**src/rtl/bcd_pkg.sv**
```systemverilog
// Shared definitions for the serial BCD subtractor: state encoding and BCD digit limits.
package bcd_pkg;

  typedef enum logic [1:0] {
    IDLE = 2'd0,
    RUN  = 2'd1,
    DONE = 2'd2
  } state_t;

  localparam int         BCD_RADIX = 10;
  localparam logic [3:0] BCD_MAX   = 4'd9;

  function automatic logic bcd_invalid(input logic [3:0] dig);
    return dig > BCD_MAX;
  endfunction

endpackage

```
**src/rtl/bcd_digit_sub.sv**
```systemverilog
// Single BCD digit subtractor: d = a - b - bin with ten's-complement correction on borrow.
module bcd_digit_sub
  import bcd_pkg::*;
(
  input  logic [3:0] a,
  input  logic [3:0] b,
  input  logic       bin,
  output logic [3:0] d,
  output logic       bout,
  output logic       err
);

  logic [5:0] t;

  always_comb begin
    t    = {2'b00, a} - {2'b00, b} - {5'b0_0000, bin};
    bout = t[5];
    // Negative raw difference: fold back into 0..9 by adding the radix.
    d    = t[5] ? 4'(t + 6'(BCD_RADIX)) : t[3:0];
    err  = bcd_invalid(a) | bcd_invalid(b);
  end

endmodule

```
**src/rtl/bcd_serial_sub.sv**
```systemverilog
// Digit-serial BCD subtractor, LSD first: one shared digit slice, start/busy/done handshake.
//   state | meaning
//   IDLE  | waiting for start; results held
//   RUN   | one digit per cycle, idx 0..DIGITS-1
//   DONE  | done pulse; d/bout/err valid
module bcd_serial_sub
  import bcd_pkg::*;
#(
  parameter int DIGITS = 4
) (
  input  logic                  clk,
  input  logic                  rst_n,
  input  logic                  start,
  input  logic [4*DIGITS-1:0]   a,
  input  logic [4*DIGITS-1:0]   b,
  input  logic                  bin,
  output logic                  busy,
  output logic                  done,
  output logic [4*DIGITS-1:0]   d,
  output logic                  bout,
  output logic                  err
);

  localparam int W  = 4 * DIGITS;
  localparam int IW = (DIGITS > 1) ? $clog2(DIGITS) : 1;
  localparam logic [IW-1:0] LAST = IW'(DIGITS - 1);

  state_t        state_q, state_d;
  logic [IW-1:0] idx_q, idx_d;
  logic [W-1:0]  a_q, a_d, b_q, b_d, d_q, d_d;
  logic          brw_q, brw_d;
  logic          bout_q, bout_d;
  logic          err_q, err_d;

  logic [3:0]    dig_a, dig_b, dig_d;
  logic          dig_bout, dig_err;
  logic          in_err;

  bcd_digit_sub u_digit (
    .a    (dig_a),
    .b    (dig_b),
    .bin  (brw_q),
    .d    (dig_d),
    .bout (dig_bout),
    .err  (dig_err)
  );

  always_comb begin
    dig_a  = 4'h0;
    dig_b  = 4'h0;
    in_err = 1'b0;
    for (int i = 0; i < DIGITS; i++) begin
      if (idx_q == IW'(i)) begin
        dig_a = a_q[4*i +: 4];
        dig_b = b_q[4*i +: 4];
      end
      in_err = in_err | bcd_invalid(a[4*i +: 4]) | bcd_invalid(b[4*i +: 4]);
    end
  end

  always_comb begin
    state_d = state_q;
    idx_d   = idx_q;
    a_d     = a_q;
    b_d     = b_q;
    d_d     = d_q;
    brw_d   = brw_q;
    bout_d  = bout_q;
    err_d   = err_q;
    case (state_q)
      IDLE: begin
        if (start) begin
          a_d     = a;
          b_d     = b;
          brw_d   = bin;
          d_d     = '0;
          bout_d  = 1'b0;
          err_d   = in_err;
          idx_d   = '0;
          state_d = RUN;
        end
      end
      RUN: begin
        for (int i = 0; i < DIGITS; i++) begin
          if (idx_q == IW'(i)) d_d[4*i +: 4] = dig_d;
        end
        brw_d = dig_bout;
        err_d = err_q | dig_err;
        if (idx_q == LAST) begin
          bout_d  = dig_bout;
          state_d = DONE;
        end else begin
          idx_d = idx_q + 1'b1;
        end
      end
      DONE:    state_d = IDLE;
      default: state_d = IDLE;
    endcase
  end

  always_ff @(posedge clk or negedge rst_n) begin
    if (!rst_n) begin
      state_q <= IDLE;
      idx_q   <= '0;
      a_q     <= '0;
      b_q     <= '0;
      d_q     <= '0;
      brw_q   <= 1'b0;
      bout_q  <= 1'b0;
      err_q   <= 1'b0;
    end else begin
      state_q <= state_d;
      idx_q   <= idx_d;
      a_q     <= a_d;
      b_q     <= b_d;
      d_q     <= d_d;
      brw_q   <= brw_d;
      bout_q  <= bout_d;
      err_q   <= err_d;
    end
  end

  assign busy = (state_q != IDLE);
  assign done = (state_q == DONE);
  assign d    = d_q;
  assign bout = bout_q;
  assign err  = err_q;

endmodule

```
**config.mk**
```make
export PLATFORM = sky130hd
export DESIGN_NAME = bcd_serial_sub
export DESIGN_NICKNAME = d
export VERILOG_FILES = /design/src/rtl/bcd_pkg.sv /design/src/rtl/bcd_digit_sub.sv /design/src/rtl/bcd_serial_sub.sv
export SDC_FILE = /design/constraint.sdc
export NUM_CORES = 1
export LEC_CHECK = 0
export ABC_AREA = 0
export ABC_CLOCK_PERIOD_IN_PS = 12500
export BUFFER_PORTS_ARGS = -buffer_cell sky130_fd_sc_hd__buf_2
export CORE_MARGIN = 4
export CORE_UTILIZATION = 60
export DETAILED_ROUTE_END_ITERATION = 12
export PLACE_DENSITY = 0.89
export SYNTH_ARGS = -nofsm -noshare
export SYNTH_HDL_FRONTEND = slang
export SYNTH_SLANG_ARGS = --single-unit
```
**constraint.sdc**
```tcl
create_clock -name clk -period 12.5 [get_ports clk]
set_clock_uncertainty 0.2 [all_clocks]
set_input_delay 1.25 -clock clk [delete_from_list [all_inputs] [get_ports clk]]
set_output_delay 1.25 -clock clk [all_outputs]
set_load 0.1 [all_outputs]
```
==> summary.txt <==
syn_area_per_cell = 8.36 um2
CTS tree = built
fin crit period = 4.70 ns
Worst-path clk slew = 0.10 ns
Starting Density = 63.3%
crit share post-route = 37.6%
Unique masters post-synth = 47
Worst Path Required = 12.49 ns
hold path start = a_q[6]
crit-path cells = inv_1 > ha_1 > nor2b_1 > a221o_1 > o21ai_0 > nor2_1 > a21oi_1 > ha_1 > inv_1 > ha_1 > nor2_1 > o21ai_1 > a311oi_2 > a21oi_1 > xnor2_1 > o21ai_0
sequential element share of the synthesized area = 45.1%
hold crit path type = flop to flop
Register-to-Register Setup Slack = 7.80 ns
total CTS buffers = 5
Syn-to-layout area delta = 13.3%
RSZ-0062 raised after global routing = false
synth warn = 0
Final ANT Viol Nets = 0
Synth Cell Area = 3050 um2
Crit Path Max Fanout = 20
share of cells above drive strength 1 = 17.6%
ANT cells = 0
Worst setup SP type = flop
Skew-Pair Late Insertion Delay = 0.31 ns
First DRT Iteration DRCs = 223
Syn Inst Count = 365
drt total wl = 7650 um
r2r endpoint = d[9]
post-DR vias/cell = 5.97
chip height = 79.3 um
critical path arrival = 4.68 ns
worst-case clock buffer depth = 2
Port Buffers = 55
final slew viol count = 0
Post-synth EDFFs = 0
via count = 2,849
CP most frequent cell = ha_1
core area = 4820 um2
H-tree levels = 2
Worst path top cell family by delay = compound AO/OA/AOI/OAI gates
# hold bufs at CTS = 0
final setup TNS = 0 ns
num ports = 56
CP Class = flop to flop
GR Util All Layers = 25.5%
max_cap viols = 0
outcome = finished clean
Peak Freq = 0.213 GHz
Post-CTS Repair Setup Buffers = 0
Congestion Overflow GR = 0
Hold Fails Final Rpt = 0
initial antenna violation count = 0
Syn Nets = 412
highest-delay cell along the critical path = a311oi_2
pin count of the biggest net entering global routing = 56
asr flop ratio synth = 100%
Least-Margin Pin Slew = 1.16 ns
Synth Register Bits = 55
layout net count = 456
clk root buf = clkbuf_8
worst-case reg-to-reg path depth = 16
Worst setup EP type = flop
worst path buffer plus inverter count = 2
Pre-antenna DRT Iters = 6
hold depth = 2
worst r2r src = idx_q[1]
DIE AREA = 6290 um2
wire per inst = 16.0 um
Core Rows = 25
first-pass GRT wire length = 12,700 um
CTS-repair resized insts = 0
vias in the first global route = 2,641
Slew headroom = 22.5%
Worst Hold End = a_q[6]
die width = 79.3 um
DR DRC count = 0
Setup-failing EPs final = 0
Sink Count = 55
Worst path max stage delay = 1.01 ns
dominant synthesized flop cell = dfrtp_1
GP Congestion = 0.883
dpl hpwl = 5500 um
[worst max path at each step]
stage	startpoint	end	cells after the start	slack [ns]
2_1_floorplan	idx_q[1]	d[11]	20	8.48
3_3_place_gp	idx_q[1]	d[5]	16	8.32
3_5_place_dp	idx_q[1]	d[13]	16	7.96
4_1_cts	idx_q[1]	d[9]	16	7.88
5_1_grt	idx_q[1]	d[13]	16	7.35
6_report	idx_q[1]	d[9]	16	7.80
[sequential cells by signal, summed over array words and instances, names as in the netlist]
register  cells
state_q       2
bout          1
idx_q         2
brw_q         1
err           1
d            16
a_q          16
b_q          16
[cell type report]
class	count	area, um2
Inverter	11	41.3
Tap cell	67	83.8
Fill cell	388	1360
Multi-Input combinational cell	278	1540
Sequential cell	55	1380
Clock inverter	3	47.5
Clock buffer	5	68.8
Timing Repair Buffer	58	298
[cell usage in the layout (no fill, tap or decap), types with 5 or more instances in the layout]
cell and n:
nor2b_1 5, inv_1 11, ha_1 11, a21oi_1 13, dfrtp_1 55, o21ai_0 26, nor4_1 10, nand2_1 116
nor2_1 17, clkbuf_8 5, buf_2 55, nand3_1 22
[synth_stat cells (all sizes together) (3+ instances only)]
| master | number | share of area (%) |
|---|---|---|
| a211oi | 4 | 1.3 |
| nor4 | 10 | 2.1 |
| clkbuf | 15 | 1.8 |
| nand3 | 22 | 3.6 |
| nor2 | 17 | 2.1 |
| nor2b | 5 | 1.0 |
| nand2 | 116 | 14 |
| nor3b | 3 | 0.90 |
| buf | 6 | 1.4 |
| and2 | 3 | 0.62 |
| a21oi | 13 | 2.1 |
| inv | 11 | 1.4 |
| and4b | 3 | 0.98 |
| ha | 11 | 4.5 |
| o221ai | 3 | 0.86 |
| nand2b | 3 | 0.62 |
| a221oi | 3 | 0.86 |
| nand4 | 3 | 0.62 |
| dfrtp | 55 | 45 |
| o21ai | 27 | 4.4 |
| xnor2 | 3 | 0.86 |
| nand3b | 3 | 1.1 |
| a2111oi | 3 | 0.86 |
[stage by stage]
step	hold WS (ns)	utilization, %	instance area (um2)	setup slack, ns	std cells
final	0.294	71.7	3460	7.80	477
after CTS	0.295	71.7	3460	7.88	477
after floorplan	0.240	-	3050	8.48	365
after detailed placement	0.267	69.3	3340	7.96	469
after global placement	0.260	69.3	3340	8.32	469
after global routing	0.316	71.7	3460	7.35	477
[per-layer routing]
| layer | GRT usage, % | vias to the layer above | part of all wire [%] |
|---|---|---|---|
| li1 | - | 1344 | - |
| met1 | 33.2 | 1348 | 42 |
| met2 | 42.6 | 141 | 49 |
| met3 | 5.10 | 16 | 7.1 |
| met4 | 8.42 | 0 | 1.7 |
| met5 | 0 | - | 0 |
[logic make-up after synthesis]
logic type	share of synthesized area, %
compound gates	14.8
xor+xnor	1.15
fa+ha+maj	4.51
buf+inv	4.59
flops	45.1
mux	0.656
simple gates	29.2
[tightest hold or removal path, cell delays in order, from the launching register on]
cell and delay (ns):
dfrtp_1 0.36, nand2_1 0.05, nand2_1 0.06
Power is not shown: default switching activity piles up to over one toggle a cycle in this logic, so the estimate is an artifact.
